--- config.mk ---
export PLATFORM = sky130hd
export DESIGN_NAME = avalon_mem_arbiter_flat
export DESIGN_NICKNAME = d
export VERILOG_FILES = /design/src/rtl/mem_arb_pkg.sv /design/src/rtl/avalon_mem_arbiter_if.sv /design/src/rtl/mem_arb_watchdog.sv /design/src/rtl/avalon_mem_arbiter.sv /design/src/flat_wrapper.sv
export SDC_FILE = /design/constraint.sdc
export NUM_CORES = 1
export LEC_CHECK = 0
export CORE_UTILIZATION = 34
export DETAILED_ROUTE_END_ITERATION = 6
export PLACE_DENSITY = 0.81
export SYNTH_ARGS = -nofsm -noshare
export SYNTH_HDL_FRONTEND = slang
export SYNTH_SLANG_ARGS = --single-unit
--- constraint.sdc ---
create_clock -name clk -period 1.8 [get_ports clk]
set_input_delay 0.36 -clock clk [delete_from_list [all_inputs] [get_ports clk]]
set_output_delay 0.36 -clock clk [all_outputs]
set_load 0.01 [all_outputs]
--- src/rtl/mem_arb_pkg.sv ---
// mem_arb_pkg: shared types and constants for the Avalon memory arbiter
package mem_arb_pkg;
  typedef enum logic [1:0] {IDLE, ACCESS, RDLAT, RESP} state_t;
  typedef enum logic {FETCH, DATA} grant_t;
  localparam logic [3:0] BE_WORD = 4'b1111;
endpackage

--- src/rtl/avalon_mem_arbiter_if.sv ---
// avalon_mem_arbiter_if: Avalon-MM master port bundle between the arbiter and the memory slave
interface avalon_mem_arbiter_if;
  logic [31:0] address;
  logic        read;
  logic        write;
  logic [31:0] writedata;
  logic [3:0]  byteenable;
  logic        waitrequest;
  logic [31:0] readdata;
  modport master (
    output address, read, write, writedata, byteenable,
    input  waitrequest, readdata
  );
  modport slave (
    input  address, read, write, writedata, byteenable,
    output waitrequest, readdata
  );
endinterface

--- src/rtl/mem_arb_watchdog.sv ---
// mem_arb_watchdog: counts consecutive stall cycles and flags the one that reaches TIMEOUT
module mem_arb_watchdog #(
  parameter int TIMEOUT = 255,
  parameter int TW      = 8
) (
  input  logic clk,
  input  logic reset,
  input  logic clr,
  input  logic inc,
  output logic hit
);
  logic [TW-1:0] cnt_q, cnt_d;
  always_comb cnt_d = clr ? '0 : cnt_q + TW'(inc);
  always_ff @(posedge clk or negedge reset)
    if (!reset) cnt_q <= '0;
    else cnt_q <= cnt_d;
  // hit fires during the stall cycle that would bring the count to TIMEOUT
  assign hit = (TIMEOUT > 0) && inc && (cnt_q == TW'(TIMEOUT - 1));
endmodule

--- src/rtl/avalon_mem_arbiter.sv ---
// avalon_mem_arbiter: round-robin sharing of one Avalon-MM master between fetch and data requesters
module avalon_mem_arbiter import mem_arb_pkg::*; #(
  parameter int TIMEOUT = 255,
  parameter int TW      = 8
) (
  input  logic        clk,
  input  logic        reset,
  input  logic        i_req,
  input  logic [31:0] i_addr,
  output logic        i_ack,
  output logic [31:0] i_rdata,
  input  logic        d_req,
  input  logic        d_we,
  input  logic [31:0] d_addr,
  input  logic [31:0] d_wdata,
  input  logic [3:0]  d_be,
  output logic        d_ack,
  output logic [31:0] d_rdata,
  output logic        err,
  output logic        busy,
  avalon_mem_arbiter_if.master avm
);
  state_t      state_q, state_d;
  grant_t      grant_q, grant_d;
  logic [31:0] addr_q, addr_d;
  logic [31:0] wdata_q, wdata_d;
  logic [3:0]  be_q, be_d;
  logic        we_q, we_d;
  logic        read_q, read_d;
  logic        write_q, write_d;
  logic        err_q, err_d;
  logic        i_ack_q, i_ack_d;
  logic        d_ack_q, d_ack_d;
  logic [31:0] i_rdata_q, i_rdata_d;
  logic [31:0] d_rdata_q, d_rdata_d;
  logic        busy_q, busy_d;
  logic        wd_hit;

  mem_arb_watchdog #(.TIMEOUT(TIMEOUT), .TW(TW)) u_wd (
    .clk,
    .reset,
    .clr (state_q == RESP),
    .inc (state_q == ACCESS && avm.waitrequest),
    .hit (wd_hit)
  );

  // grant_q doubles as last_grant: it holds the most recent winner until the next IDLE decision
  always_comb begin
    state_d = state_q;
    grant_d = grant_q;
    addr_d  = addr_q;
    wdata_d = wdata_q;
    be_d    = be_q;
    we_d    = we_q;
    read_d  = read_q;
    write_d = write_q;
    err_d   = err_q;
    unique case (state_q)
      IDLE: if (i_req || d_req) begin
        grant_d = (i_req && d_req) ? ((grant_q == FETCH) ? DATA : FETCH) : (d_req ? DATA : FETCH);
        addr_d  = ((grant_d == DATA) ? d_addr : i_addr) & ~32'h3;
        we_d    = (grant_d == DATA) && d_we;
        wdata_d = (grant_d == DATA) ? d_wdata : '0;
        be_d    = (grant_d == DATA) ? d_be : BE_WORD;
        read_d  = !we_d;
        write_d = we_d;
        state_d = ACCESS;
      end
      ACCESS: if (!avm.waitrequest || wd_hit) begin
        read_d  = 1'b0;
        write_d = 1'b0;
        err_d   = avm.waitrequest;
        state_d = (we_q || avm.waitrequest) ? RESP : RDLAT;
      end
      RDLAT: state_d = RESP;
      RESP: begin
        err_d   = 1'b0;
        state_d = IDLE;
      end
    endcase
  end

  assign i_ack_d   = (state_d == RESP) && (grant_q == FETCH);
  assign d_ack_d   = (state_d == RESP) && (grant_q == DATA);
  assign i_rdata_d = (state_q == RDLAT && grant_q == FETCH) ? avm.readdata : '0;
  assign d_rdata_d = (state_q == RDLAT && grant_q == DATA) ? avm.readdata : '0;
  assign busy_d    = state_d != IDLE;

  always_ff @(posedge clk or negedge reset)
    if (!reset) begin
      state_q   <= IDLE;
      grant_q   <= FETCH;
      addr_q    <= '0;
      wdata_q   <= '0;
      be_q      <= '0;
      we_q      <= 1'b0;
      read_q    <= 1'b0;
      write_q   <= 1'b0;
      err_q     <= 1'b0;
      i_ack_q   <= 1'b0;
      d_ack_q   <= 1'b0;
      i_rdata_q <= '0;
      d_rdata_q <= '0;
      busy_q    <= 1'b0;
    end else begin
      state_q   <= state_d;
      grant_q   <= grant_d;
      addr_q    <= addr_d;
      wdata_q   <= wdata_d;
      be_q      <= be_d;
      we_q      <= we_d;
      read_q    <= read_d;
      write_q   <= write_d;
      err_q     <= err_d;
      i_ack_q   <= i_ack_d;
      d_ack_q   <= d_ack_d;
      i_rdata_q <= i_rdata_d;
      d_rdata_q <= d_rdata_d;
      busy_q    <= busy_d;
    end

  assign avm.address    = addr_q;
  assign avm.read       = read_q;
  assign avm.write      = write_q;
  assign avm.writedata  = wdata_q;
  assign avm.byteenable = be_q;
  assign i_ack          = i_ack_q;
  assign d_ack          = d_ack_q;
  assign i_rdata        = i_rdata_q;
  assign d_rdata        = d_rdata_q;
  assign err            = err_q;
  assign busy           = busy_q;
endmodule
--- src/flat_wrapper.sv ---
// flat-port wrapper written by rule: the top's interface ports become plain ports
module avalon_mem_arbiter_flat import mem_arb_pkg::*;
#(
  parameter int TIMEOUT = 255,
  parameter int TW      = 8
)
  (clk, reset, i_req, i_addr, i_ack, i_rdata, d_req, d_we, d_addr, d_wdata, d_be, d_ack, d_rdata, err, busy, avm_address, avm_read, avm_write, avm_writedata, avm_byteenable, avm_waitrequest, avm_readdata);
  avalon_mem_arbiter_if avm_i ();
  input  logic clk;
  input  logic reset;
  input  logic i_req;
  input  logic [31:0] i_addr;
  output logic i_ack;
  output logic [31:0] i_rdata;
  input  logic d_req;
  input  logic d_we;
  input  logic [31:0] d_addr;
  input  logic [31:0] d_wdata;
  input  logic [3:0] d_be;
  output logic d_ack;
  output logic [31:0] d_rdata;
  output logic err;
  output logic busy;
  output wire logic [$bits(avm_i.address)-1:0] avm_address;
  output wire logic [$bits(avm_i.read)-1:0] avm_read;
  output wire logic [$bits(avm_i.write)-1:0] avm_write;
  output wire logic [$bits(avm_i.writedata)-1:0] avm_writedata;
  output wire logic [$bits(avm_i.byteenable)-1:0] avm_byteenable;
  input wire logic [$bits(avm_i.waitrequest)-1:0] avm_waitrequest;
  input wire logic [$bits(avm_i.readdata)-1:0] avm_readdata;
  assign avm_address = avm_i.address;
  assign avm_read = avm_i.read;
  assign avm_write = avm_i.write;
  assign avm_writedata = avm_i.writedata;
  assign avm_byteenable = avm_i.byteenable;
  assign avm_i.waitrequest = avm_waitrequest;
  assign avm_i.readdata = avm_readdata;
  avalon_mem_arbiter #(.TIMEOUT(TIMEOUT), .TW(TW)) u_core (.clk(clk), .reset(reset), .i_req(i_req), .i_addr(i_addr), .i_ack(i_ack), .i_rdata(i_rdata), .d_req(d_req), .d_we(d_we), .d_addr(d_addr), .d_wdata(d_wdata), .d_be(d_be), .d_ack(d_ack), .d_rdata(d_rdata), .err(err), .busy(busy), .avm(avm_i));
endmodule
-- Word-level counts from Yosys, hierarchy flattened
Index checks and enable logic that the tools add are counted.
- add/subtract/negate cells: 1
- eq/ne operators: 7
- muxes and demuxes: 20
- bitwise logic cells: 1
- reductions and logical operators: 20
- operators with widths (operator ; count):
    $mux 32 ; 4
    $add 8x1->8 ; 1
    $eq 8x8->1 const B ; 1
    $logic_and 1x1->1 ; 8
    $mux 1 ; 8
    $mux 8 ; 1
    $pmux 2 s4 ; 1
    $eq 2x2->1 const B ; 3
    $pmux 1 s2 ; 3
    $reduce_bool 2->1 ; 3
    $mux 2 ; 2
    $mux 4 ; 1
    $reduce_and 2->1 ; 2
    $logic_or 1x1->1 ; 3
    $reduce_and 3->1 ; 1
    $eq 2x1->1 const B ; 1
    $logic_not 1->1 ; 2
    $logic_not 2->1 ; 1
    $ne 2x1->1 const B ; 1
    $ne 2x2->1 const B ; 1
    $not 1->1 ; 1
- flip-flop bits (word level): 148
- input port bits: 138
- logic and storage cells: 64

-- Longest topological paths before layout
Gate-level depths: netlist (run 1).
- word-level depth: 8
- gate-level depth with buffers: 7

-- Modules after synthesis
Synthesis (run 1) repeated with hierarchy kept, for this count alone.
- cell total of the unflattened synthesis: 467
- area, all modules: 5741.8 um^2
- by module, submodules not included (module ; instances ; cells each ; area an instance (um^2) ; seq. area each (um^2)):
    avalon_mem_arbiter ; 1 ; 431 ; 5366.4 ; 3503.4
    mem_arb_watchdog ; 1 ; 36 ; 375.4 ; 200.2

-- Least setup slack after synthesis (run 1)
Ideal clock, no wire load.
- path type: flip-flop to flip-flop
- start: register u_core.state_q[0]
- end: register u_core.u_wd.cnt_q[4]
- setup time: 0.128 ns
- arrival time: 1.445 ns
- required time: 1.672 ns
- slack: 0.227 ns
- cell stages (with the launch flop): 8
- path buffers: 0
- clock period less this slack: 1.573 ns
- cells stage by stage: dfrtp_1 nor2b_1 and2_1 ha_1 ha_1 nand3_1 xor2_1 nor2_1
- longest elaborated chain between the ends: 4
- RTL lines (item ; line ; source):
    from (decl) ; avalon_mem_arbiter.sv:23 ; state_t state_q, state_d;
    from (signal assigned) ; avalon_mem_arbiter.sv:106 ; state_q <= state_d;
    $eq 2x1->1 ; avalon_mem_arbiter.sv:43 ; .inc (state_q == ACCESS && avm.waitrequest),
    $logic_and 1x1->1 ; avalon_mem_arbiter.sv:43 ;
    $add 8x1->8 ; mem_arb_watchdog.sv:13 ; always_comb cnt_d = clr ? '0 : cnt_q + TW'(inc);
    $mux 8 * ; mem_arb_watchdog.sv:13 ;
    via u_core.u_wd.cnt_d[4] ; mem_arb_watchdog.sv:12 ; logic [TW-1:0] cnt_q, cnt_d;
    to (signal assigned) ; mem_arb_watchdog.sv:16 ; else cnt_q <= cnt_d;
    to (decl) ; mem_arb_watchdog.sv:12 ;
The timed path passes the listed nets; every way through them passes the cells marked *.
A chain may end at the register's enable or synchronous reset.

-- Worst setup path after layout (run 1)
- start: register u_core.state_q[0]
- end: register u_core.u_wd.cnt_q[6]
Same word-level chain as after synthesis.

==> reports/results.md, run 1 <==
| Step | Result | Reported |
| --- | --- | --- |
| setup path | Arrival time worst endpoint | 2.00 ns |
| place | Post-Place Cell Area | 8580 um^2 |
| clock tree | Clock tree from TritonCTS | built |
| clock tree | Worst-case clock buffer depth | 2 |
| clock tree | Clock transition at path regs | 0.06 ns |
| routing | Post-route DRC | 0 |
| pwr | Worst IR Drop VDD | 0.704 mV |
| clock tree | Inserted Clock Buffers | 17 |
| yosys | Part of the Yosys area used for sequential elements | 67.5% |
| sta | PnR worst setup slack | 0.0851 ns |
| clock tree | Clock network latency to the later pin of the worst-skew pair | 0.42 ns |
| place | GPL Wtd Cong | 0.767 |
| floorplanning | Floorplan die area | 16,600 um^2 |
| setup path | Element type at the critical path end | register |
| yosys | Register bit total from synthesis | 148 |
| sta | Setup Skew | 0.00716 ns |
| yosys | Largest family of logic cells by synthesized area | simple AND/OR/NAND/NOR gates |
| routing | Post-detailed-route via-to-cell ratio | 4.64 |
| yosys | Post-synth EDFFs | 0 |
| setup path | Flop2flop setup slack | 0.09 ns |
| outcome | Outcome | complete, no violations |
| yosys | Synthesis warning total | 0 |
| place | Final HPWL from detailed placement | 10,700 um |
| clock tree | H-Tree Level Count | 4 |
| hold path | Hold WC Path Type | primary input to async pin |
| floorplanning | Count of boundary I/O pins | 276 |
| routing | First DRT Iteration DRCs | 209 |
| setup path | Largest fanout on the critical path | 6 |
| pwr | Pwr per Cell Area | 1490 nW/um^2 |
| global routing | Maximum number of pins on one net before global-route repair | 44 |
| final layout | Antenna Cells | 0 |
| global routing | Initial antenna violation count | 0 |
| clock tree | CTS Root Cell | sky130_fd_sc_hd__clkbuf_16 |
| routing | Final Routed Wirelength | 15,400 um |
| final layout | Post-route standard cell area excluding fillers | 9210 um^2 |
| yosys | Adder and majority cell fraction of the synthesized area | 0.456% |
| flow run | Max_cap viols | 0 |
| floorplanning | Row count | 46 |
| sta | Highest Clock Rate | 583 MHz |
| setup path | Reg-to-Reg Start | u_core.state_q[0]$_DFF_PN0_ |
| sta | Number of hold violations in the final report | 0 |
| routing | Vias post-DR | 4,511 |
| yosys | Number of distinct library cells after synthesis | 36 |
| global routing | Overall fraction of global-route tracks in use | 18.9% |
| global routing | First-pass GRT wire length | 23,700 um |
| sta | Tcrit/Tclk final | 95.3% |
| floorplanning | Core Footprint | 15,800 um^2 |
| yosys | Cell area after synthesis | 5480 um^2 |
| routing | Average wire per cell in the routed design | 15.9 um |
| yosys | Synthesized-area fraction occupied by xor and xnor cells | 0.958% |
| routing | Antenna violation net count after detailed routing | 0 |
| yosys | Fraction of registers with async set or reset after synthesis | 100% |
| final layout | Final net count | 883 |
| floorplanning | Width of the chip | 129 um |
| place | Placement-stage worst setup slack | -0.443 ns |
| sta | Setup violations, final | 0 |
| global routing | Aggregate global routing overflow | 0 |
| yosys | Portion of netlist area occupied by mux cells | 0.183% |
| final layout | Area added between synthesis and finish | 67.9% |
| sta | Post-layout minimum cycle time | 1.71 ns |
| global routing | Grt met1 use | 21.1% |
| global routing | Via count of the first global-routing pass | 4,525 |
| setup path | Critical Path RT | 2.08 ns |
| clock tree | TritonCTS Sinks | 148 |
| global routing | GR Layer Usage met2 | 32.3% |
| sta | Final Slew Violations | 0 |
| pwr | Static power due to leakage | 4.08 nW |
| floorplanning | Initial standard-cell utilization of the core | 34.6% |
| routing | Router iterations before antenna repair | 4 |
| sta | RSZ-0062 raised after global routing | false |
| yosys | Most instantiated flip-flop cell in the synthesis netlist | sky130_fd_sc_hd__dfrtp_1 |
| final layout | Share of post-route cells with drive strength above 1 | 8.20% |
| yosys | Mean area per synthesized cell | 11.9 um^2 |
| floorplanning | Die Span Y | 129 um |
| setup path | Startpoint type of the worst setup path | register |
| setup path | Reg-to-reg critical path endpoint | u_core.u_wd.cnt_q[6]$_DFF_PN0_ |
| sta | Worst-Margin Slew | 0.710 ns |
| global routing | GRT met3 Usage | 9.06% |
| setup path | Number of cell instances on the worst register-to-register path | 7 |
| global routing | Global routing's busiest layer | met2 |
| yosys | Area fraction in compound gates after synthesis | 12.8% |
| setup path | Critical path class | register to register |
| place | Number of I/O port buffers | 269 |
| yosys | Post-synthesis share of cell area spent on and, or, nand and nor gates | 15.1% |
| yosys | Count of mapped cells out of synthesis | 461 |
| sta | Worst slew slack as a fraction of its limit | 52.5% |
-- registers in the layout, indices dropped and copies added, names as in the netlist, 2 cells and up --
name	cells
u_core.avm.address	30
u_core.avm.byteenable	4
u_core.avm.writedata	32
u_core.d_rdata	32
u_core.i_rdata	32
u_core.state_q	2
u_core.u_wd.cnt_q	8
-- layer usage --
metal	share of wire [%]	wire [um]
met5	0	0
met2	50	7730
met4	0.63	97
met1	39	5970
met3	11	1640
-- where the power goes --
group | switching, mW | total, mW | leakage (nW) | internal (mW)
registers | 0.581 | 4.95 | 1.91 | 4.37
logic | 2.31 | 5.26 | 1.89 | 2.95
clock network | 1.37 | 3.52 | 0.286 | 2.15
-- layout by cell type (no fill, tap or decap), types with 4 or more instances in the layout --
cell                              netlist  routed
sky130_fd_sc_hd__nor2_1                38      38
sky130_fd_sc_hd__o22a_1                 4       4
sky130_fd_sc_hd__and2_1                66      66
sky130_fd_sc_hd__a22o_1                32      32
sky130_fd_sc_hd__nand3_1                5       5
sky130_fd_sc_hd__xor2_1                 5       5
sky130_fd_sc_hd__buf_12                 0       9
sky130_fd_sc_hd__buf_4                  7      12
sky130_fd_sc_hd__a21oi_1               63      63
sky130_fd_sc_hd__clkbuf_16              0      17
sky130_fd_sc_hd__clkdlybuf4s50_1        0     268
sky130_fd_sc_hd__dfrtp_1              148     146
sky130_fd_sc_hd__nand2_1               37      37
-- worst max-delay path, cell delays in order, from the launching register on --
cell	delay [ns]
sky130_fd_sc_hd__dfrtp_2	0.47
sky130_fd_sc_hd__nor2b_2	0.19
sky130_fd_sc_hd__and2_1	0.16
sky130_fd_sc_hd__ha_1	0.19
sky130_fd_sc_hd__ha_1	0.24
sky130_fd_sc_hd__nand2_1	0.10
sky130_fd_sc_hd__xor2_1	0.17
sky130_fd_sc_hd__nor2_1	0.06
-- stage by stage --
stage               hold slack, ns  cells  power (mW)  TNS (ns)  util, %
floorplan                   0.0644    462        7.17         0        -
global placement             0.288    938        10.1    -11.17     54.2
detailed placement           0.287    938        10.3    -13.71     54.2
CTS                          0.407    972        13.9         0     58.1
global route                 0.454    972        14.5         0     58.2
finish                       0.433    972        13.7         0     58.2
-- cell usage after synthesis (2+ instances only) --
cell type                    n  area share [%]
sky130_fd_sc_hd__a22o_1     32             5.1
sky130_fd_sc_hd__and2_1     66             7.5
sky130_fd_sc_hd__nand4_1     2            0.23
sky130_fd_sc_hd__o22a_1      4            0.64
sky130_fd_sc_hd__o21ai_0     2            0.18
sky130_fd_sc_hd__buf_4       7            0.96
sky130_fd_sc_hd__clkbuf_1   12            0.82
sky130_fd_sc_hd__clkbuf_2    2            0.18
sky130_fd_sc_hd__buf_2       9            0.82
sky130_fd_sc_hd__dfrtp_1   148              68
sky130_fd_sc_hd__and3_1      2            0.23
sky130_fd_sc_hd__nor2_1     38             2.6
sky130_fd_sc_hd__nand2_1    37             2.5
sky130_fd_sc_hd__nand2b_1    3            0.34
sky130_fd_sc_hd__nand3_1     5            0.46
sky130_fd_sc_hd__inv_1       2            0.14
sky130_fd_sc_hd__ha_1        2            0.46
sky130_fd_sc_hd__a21oi_1    63             5.7
sky130_fd_sc_hd__nor2b_1     3            0.34
sky130_fd_sc_hd__xor2_1      5            0.80
sky130_fd_sc_hd__nor2_2      2            0.23
-- worst max path at each step --
stage | start | to | depth (start not counted)
after floorplan | u_core.state_q[0]$_DFF_PN0_ | u_core.u_wd.cnt_q[4]$_DFF_PN0_ | 7
after global placement | i_req | u_core.avm.writedata[15]$_DFFE_PN0P_ | 5
after detailed placement | i_req | u_core.avm.writedata[13]$_DFFE_PN0P_ | 5
after CTS | u_core.grant_q$_DFFE_PN0P_ | u_core.avm.writedata[30]$_DFFE_PN0P_ | 4
after global routing | u_core.state_q[0]$_DFF_PN0_ | u_core.u_wd.cnt_q[6]$_DFF_PN0_ | 7
final | u_core.state_q[0]$_DFF_PN0_ | u_core.u_wd.cnt_q[6]$_DFF_PN0_ | 7
-- cell families (layout without fill, tap and decap cells) --
logic type      count (synthesis)  after routing
other cells                     1              2
simple gates                  162            163
buf+inv                        32            325
xor+xnor                        6              6
flops                         148            148
mux                             1              1
fa+ha+maj                       2              2
compound gates                109            109
-- cell type report --
cell class / count / area (um^2)
well taps: 216 / 270
clock buffers: 21 / 470
fillers: 1309 / 6620
clock inverters: 11 / 124
inverters: 2 / 7.51
flip-flops and latches: 148 / 3710
multi-input cells: 283 / 1660
repair buffers: 291 / 2970
-- timing repair --
action	4_1_cts	5_1_grt
endpoints found under the hold margin	29	0
buffers inserted	0	0
endpoints found under the setup margin	2	18
hold buffers	1	0
gates resized for setup	0	4
cloned	1	0
Note: power is estimated with default switching activity, not from simulation.
==> run 2, diff against run 1 <==
--- a/config.mk
+++ b/config.mk
@@ -5,6 +5,7 @@
 export SDC_FILE = /design/constraint.sdc
 export NUM_CORES = 1
 export LEC_CHECK = 0
+export CORE_ASPECT_RATIO = 0.8
 export CORE_UTILIZATION = 34
 export DETAILED_ROUTE_END_ITERATION = 6
 export PLACE_DENSITY = 0.81
==> run 2 against run 1 <==
Effect of this change: critical path depth down 6; design area is essentially flat; setup slack gained 0.0035 ns; clock-buffer cell count fell by 4; routed wire length fell by 4.8%; sequential power is 1% lower; sequential cell count did not move; worst hold slack gained 0.011 ns; combinational power about the same; sequential share of layout area about the same; utilization grew 0.24 points; largest cell class unchanged; highest routed layer unchanged.
==> reports/results.md, run 2 (synthesized netlist as in run 1, its figures left out) <==
| Step | Result | Reported |
| --- | --- | --- |
| global routing | Aggregate global routing overflow | 0 |
| global routing | First-pass GRT wire length | 22,600 um |
| clock tree | Clock network latency to the later pin of the worst-skew pair | 0.42 ns |
| final layout | Commonest non-fill, non-tap cells in the layout | sky130_fd_sc_hd__clkdlybuf4s50_1, sky130_fd_sc_hd__dfrtp_1, sky130_fd_sc_hd__and2_1 |
| setup path | Crit-path cells | clkdlybuf4s50_1 |
| pwr | Reported net switching power | 4.37 mW |
| routing | Average wire per cell in the routed design | 15.2 um |
| sta | Setup violations, final | 0 |
| routing | Vias post-DR | 4,458 |
| clock tree | CTS Root Cell | sky130_fd_sc_hd__clkbuf_16 |
| sta | Tcrit/Tclk final | 95.1% |
| setup path | Kind of cell adding the most delay to the critical path | buffers and inverters |
| sta | RSZ-0062 raised after global routing | false |
| setup path | Largest incremental delay on the critical path | 0.57 ns |
| final layout | Final net count | 881 |
| sta | Setup Skew | 0.00690 ns |
| pwr | Clock group share of total power | 26.5% |
| floorplanning | Core Footprint | 15,700 um^2 |
| global routing | Maximum number of pins on one net before global-route repair | 48 |
| floorplanning | Die Span Y | 116 um |
| final layout | Share of post-route cells with drive strength above 1 | 7.82% |
| setup path | Reg-to-Reg Start | u_core.state_q[1]$_DFF_PN0_ |
| setup path | Critical Path RT | 1.44 ns |
| place | Number of I/O port buffers | 269 |
| floorplanning | Floorplan die area | 16,600 um^2 |
| pwr | Logic pwr share | 38.0% |
| floorplanning | Row count | 41 |
| clock tree | Inserted Clock Buffers | 17 |
| clock tree | Clock transition at path regs | 0.07 ns |
| pwr | Worst IR Drop VDD | 0.809 mV |
| setup path | CP max stage cell | sky130_fd_sc_hd__clkdlybuf4s50_1 |
| setup path | Largest fanout on the critical path | 2 |
| hold path | Hold WC Path Type | primary input to async pin |
| clock tree | Total setup buffers inserted after CTS | 0 |
| clock tree | H-Tree Level Count | 4 |
| routing | Final Routed Wirelength | 14,700 um |
| global routing | Initial antenna violation count | 0 |
| clock tree | TritonCTS Sinks | 148 |
| routing | Router iterations before antenna repair | 4 |
| setup path | Arrival time worst endpoint | 1.35 ns |
| routing | First DRT Iteration DRCs | 190 |
| routing | Antenna violation net count after detailed routing | 0 |
| final layout | Area added between synthesis and finish | 67.8% |
| pwr | Pwr per Cell Area | 1500 nW/um^2 |
| pwr | Internal power summed over all cells | 9.40 mW |
| pwr | Part of the power in registers | 35.6% |
| final layout | Antenna Cells | 0 |
| setup path | Critical path class | register to output pin |
| final layout | Number of standard cells in the final layout excluding fillers | 969 |
| sta | Final-layout worst hold slack | 0.444 ns |
| clock tree | Clock tree from TritonCTS | built |
| setup path | Flop2flop setup slack | 0.18 ns |
| floorplanning | Count of boundary I/O pins | 276 |
| routing | Post-detailed-route via-to-cell ratio | 4.60 |
| sta | Final Slew Violations | 0 |
| pwr | Static power due to leakage | 4.08 nW |
| floorplanning | Initial standard-cell utilization of the core | 34.8% |
| final layout | Utilization after layout | 58.4% |
| place | Final HPWL from detailed placement | 10,700 um |
| sta | Highest Clock Rate | 584 MHz |
| floorplanning | Width of the chip | 144 um |
| setup path | Element type at the critical path end | output pin |
| setup path | Startpoint type of the worst setup path | register |
| outcome | Outcome | complete, no violations |
| sta | Number of hold violations in the final report | 0 |
| final layout | Most common library cell in the layout ignoring fill and taps | sky130_fd_sc_hd__clkdlybuf4s50_1 |
| pwr | Switching power as a share of total power | 31.7% |
| place | GPL Wtd Cong | 0.810 |
| routing | Post-route DRC | 0 |
| sta | Post-layout minimum cycle time | 1.71 ns |
| global routing | Overall fraction of global-route tracks in use | 18.0% |
| clock tree | Worst-case clock buffer depth | 2 |
| sta | Setup TNS | 0 ns |
| global routing | Via count of the first global-routing pass | 4,394 |
| place | Cell count after placement | 936 |
| setup path | Total buffers and inverters traversed by the critical path | 1 |
| setup path | Timing startpoint of the critical path | u_core.avm.writedata[26]$_DFFE_PN0P_ |
| flow run | Max_cap viols | 0 |
==> run 2: cell types whose count changed in the layout (fill, tap and decap cells not counted) <==
cell and change:
sky130_fd_sc_hd__buf_4 -1, sky130_fd_sc_hd__clkbuf_1 -1, sky130_fd_sc_hd__clkbuf_8 -3, sky130_fd_sc_hd__clkinv_2 -3, sky130_fd_sc_hd__clkinv_8 +1, sky130_fd_sc_hd__dfrtp_1 +2, sky130_fd_sc_hd__dfrtp_2 -2, sky130_fd_sc_hd__inv_6 +2
sky130_fd_sc_hd__inv_8 +4, sky130_fd_sc_hd__nor3_4 -1
==> run 2: final timing paths <==
kind,to,cells after the start
min in group clk,u_core.avm.address[12]$_DFFE_PN0P_,3
min,u_core.i_rdata[18]$_DFF_PN0_,2
max reg2reg,u_core.u_wd.cnt_q[4]$_DFF_PN0_,7
min reg2reg,u_core.avm.writedata[3]$_DFFE_PN0P_,1
max,avm_writedata[26],1
max in group asynchronous,u_core.avm.address[5]$_DFFE_PN0P_,3
==> run 2: stage by stage <==
| stage | setup slack (ns) | total power [mW] | cell area (um^2) |
|---|---|---|---|
| floorplan | 0.227 | 7.17 | 5490 |
| global placement | 0.00597 | 10.1 | 8570 |
| detailed placement | -0.0272 | 10.2 | 8570 |
| CTS | 0.0555 | 13.9 | 9200 |
| global route | 0.0302 | 14.5 | 9200 |
| finish | 0.0886 | 13.8 | 9200 |
==> run 2: final cells by class <==
type                            instances  area [um^2]
Clock buffer                           17          425
Clock inverter                         15          188
Fill cell                            1300         6550
Inverter                                2         7.51
Multi-Input combinational cell        282         1640
Sequential cell                       148         3700
Tap cell                              215          269
Timing Repair Buffer                  290         2970
==> run 2: layer usage <==
| metal | GRT usage, % | part of all wire [%] | vias up |
|---|---|---|---|
| li1 | - | - | 2106 |
| met1 | 21.0 | 40 | 2172 |
| met2 | 29.9 | 50 | 159 |
| met3 | 7.02 | 8.1 | 21 |
| met4 | 6.88 | 1.9 | 0 |
| met5 | 0 | 0 | - |
==> run 2: repair_timing <==
action,CTS,global route
hold buffers,1,0
endpoints found under the hold margin,43,0
endpoints found under the setup margin,0,1
gates resized for setup,0,1
==> run 2: power groups by stage <==
| stage | sequential, mW | combinational (mW) | clock (mW) |
|---|---|---|---|
| global route | 5.02 | 5.65 | 3.86 |
| CTS | 4.91 | 5.28 | 3.73 |
| detailed placement | 4.96 | 5.25 | 0 |
| global placement | 4.92 | 5.16 | 0 |
| finish | 4.90 | 5.23 | 3.64 |
| floorplan | 5.39 | 1.78 | 0 |
==> run 3, diff against run 2 <==
--- a/config.mk
+++ b/config.mk
@@ -5,10 +5,12 @@
 export SDC_FILE = /design/constraint.sdc
 export NUM_CORES = 1
 export LEC_CHECK = 0
+export CELL_PAD_IN_SITES_DETAIL_PLACEMENT = 1
+export CELL_PAD_IN_SITES_GLOBAL_PLACEMENT = 2
 export CORE_ASPECT_RATIO = 0.8
-export CORE_UTILIZATION = 34
+export CORE_UTILIZATION = 24
 export DETAILED_ROUTE_END_ITERATION = 6
-export PLACE_DENSITY = 0.81
+export PLACE_DENSITY = 0.91
 export SYNTH_ARGS = -nofsm -noshare
 export SYNTH_HDL_FRONTEND = slang
 export SYNTH_SLANG_ARGS = --single-unit
==> run 3 against run 2 <==
Effect of this change: clock-buffer cell count rose by 4; cell count is 9.6% higher; first-iteration DRC count decreased by 30%; critical path depth unchanged; routed wire length rose by 20%; setup slack got worse by 0.016 ns; critical path type unchanged; highest routed layer unchanged.
==> reports/results.md, run 3 (synthesized netlist as in run 1, its figures left out) <==
| Step | Result | Reported |
| --- | --- | --- |
| outcome | Outcome | complete, no violations |
| final layout | Fillers | 2,440 |
| clock tree | H-Tree Level Count | 4 |
| clock tree | Clock tree from TritonCTS | built |
| setup path | CP max stage cell | sky130_fd_sc_hd__clkdlybuf4s50_1 |
| clock tree | Inserted Clock Buffers | 17 |
| setup path | Largest incremental delay on the critical path | 0.61 ns |
| final layout | Final net count | 883 |
| flow run | Max_cap viols | 0 |
| routing | Vias post-DR | 4,568 |
| floorplanning | Count of boundary I/O pins | 276 |
| global routing | Maximum number of pins on one net before global-route repair | 40 |
| setup path | Crit-path cells | clkdlybuf4s50_1 |
| sta | RSZ-0062 raised after global routing | false |
| setup path | Element type at the critical path end | output pin |
| clock tree | Worst-case clock buffer depth | 2 |
| routing | Post-route DRC | 0 |
| global routing | Aggregate global routing overflow | 0 |
| setup path | Total buffers and inverters traversed by the critical path | 1 |
| final layout | Share of post-route cells with drive strength above 1 | 7.80% |
| routing | Post-detailed-route via-to-cell ratio | 4.30 |
| floorplanning | Width of the chip | 171 um |
| place | Final HPWL from detailed placement | 12,900 um |
| setup path | Critical Path RT | 1.44 ns |
| global routing | Overall fraction of global-route tracks in use | 15.2% |
| setup path | Arrival time worst endpoint | 1.37 ns |
| sta | Final-layout worst hold slack | 0.413 ns |
| pwr | Pwr per Cell Area | 1490 nW/um^2 |
| routing | First DRT Iteration DRCs | 133 |
| clock tree | Clock network latency to the later pin of the worst-skew pair | 0.42 ns |
| final layout | Area added between synthesis and finish | 70.0% |
| pwr | Static power due to leakage | 4.09 nW |
| setup path | Critical path class | register to output pin |
| global routing | First-pass GRT wire length | 26,700 um |
| hold path | Hold WC Path Type | primary input to async pin |
| setup path | Number of cells on the critical path | 1 |
| floorplanning | Row count | 49 |
| global routing | Via count of the first global-routing pass | 4,909 |
| routing | Antenna violation net count after detailed routing | 0 |
| sta | Setup Skew | 0.00857 ns |
| clock tree | Number of instances resized during post-cts repair | 0 |
| setup path | Startpoint type of the worst setup path | register |
| setup path | Kind of cell adding the most delay to the critical path | buffers and inverters |
| setup path | Largest fanout on the critical path | 2 |
| sta | Number of hold violations in the final report | 0 |
| routing | Router iterations before antenna repair | 4 |
| sta | Final Slew Violations | 0 |
| place | GPL Wtd Cong | 0.744 |
| sta | Setup TNS | 0 ns |
| floorplanning | Floorplan die area | 23,500 um^2 |
| clock tree | Clock transition at path regs | 0.07 ns |
| sta | Post-layout minimum cycle time | 1.73 ns |
| sta | Tcrit/Tclk final | 96.0% |
| pwr | Worst IR Drop VDD | 0.500 mV |
| place | Number of I/O port buffers | 269 |
| final layout | Most common library cell in the layout ignoring fill and taps | sky130_fd_sc_hd__clkdlybuf4s50_1 |
| routing | Final Routed Wirelength | 17,700 um |
| floorplanning | Die Span Y | 137 um |
| floorplanning | Core Footprint | 22,400 um^2 |
| global routing | Initial antenna violation count | 0 |
| sta | Setup violations, final | 0 |
| clock tree | CTS Root Cell | sky130_fd_sc_hd__clkbuf_16 |
| floorplanning | Initial standard-cell utilization of the core | 24.4% |
| sta | Highest Clock Rate | 579 MHz |
| final layout | Commonest non-fill, non-tap cells in the layout | sky130_fd_sc_hd__clkdlybuf4s50_1, sky130_fd_sc_hd__dfrtp_1, sky130_fd_sc_hd__and2_1 |
| final layout | Antenna Cells | 0 |
| routing | Average wire per cell in the routed design | 16.7 um |
| setup path | Number of cell instances on the worst register-to-register path | 5 |
| clock tree | TritonCTS Sinks | 148 |
[run 3: changes by cell type in the layout (fill, tap and decap cells not counted)]
| cell | delta |
|---|---|
| sky130_fd_sc_hd__clkbuf_8 | +3 |
| sky130_fd_sc_hd__clkbuf_1 | +1 |
| sky130_fd_sc_hd__buf_4 | +2 |
| sky130_fd_sc_hd__nor2b_2 | -1 |
| sky130_fd_sc_hd__clkinv_4 | +1 |
| sky130_fd_sc_hd__nor2b_1 | +1 |
| sky130_fd_sc_hd__inv_6 | -1 |
| sky130_fd_sc_hd__inv_8 | -3 |
| sky130_fd_sc_hd__clkinv_8 | -1 |
[run 3: worst paths after layout]
kind                                                           start                                    to  slack (ns)
worst max-delay path              u_core.avm.address[26]$_DFFE_PN0P_                       avm_address[26]        0.07
worst min-delay path                                           reset          u_core.d_rdata[30]$_DFF_PN0_        0.41
worst max register to register           u_core.state_q[0]$_DFF_PN0_   u_core.avm.writedata[8]$_DFFE_PN0P_        0.18
worst min register to register  u_core.avm.writedata[15]$_DFFE_PN0P_  u_core.avm.writedata[15]$_DFFE_PN0P_        0.51
max in group asynchronous                                      reset          u_core.d_rdata[14]$_DFF_PN0_        0.84
min in group clk                                           i_addr[5]     u_core.avm.address[5]$_DFFE_PN0P_        0.48
[run 3: layer usage]
layer	vias up	track usage (%)	routed length, um
met3	20	6.46	1530
met2	156	26.2	8920
met5	-	0	0
met4	0	4.86	317
li1	2106	-	-
met1	2286	16.9	6940
[run 3: layout make-up]
class	instances	area, um^2	share of cell area (%)
timing repair buffer	292	2980	32.0
sequential	148	3700	39.7
inverter	2	7.51	0.0805
multi-input combinational	282	1640	17.6
clock buffer	21	470	5.05
clock inverter	11	138	1.48
tap	306	383	4.11
[run 3: what timing repair did]
item | CTS | global route
setup buffers | 0 | 0
hold buffers | 1 | 0
hold endpoints to repair | 30 | 0
[run 3: stage by stage]
step	area (um^2)	power (mW)	util, %	instances	worst slack, ns
after floorplan	5490	7.17	-	462	0.227
after global placement	8700	10.3	38.8	1029	-0.0308
after detailed placement	8700	10.4	38.8	1029	-0.0590
after CTS	9320	14.2	41.5	1062	0.0248
after global routing	9320	14.8	41.5	1062	0.0232
final	9320	13.9	41.5	1062	0.0728
[run 3: power by group]
| part | internal (mW) | switching, mW | total [mW] |
|---|---|---|---|
| combinational | 2.94 | 2.41 | 5.36 |
| clock | 2.18 | 1.47 | 3.65 |
| sequential | 4.36 | 0.545 | 4.91 |
| total | 9.49 | 4.43 | 13.9 |
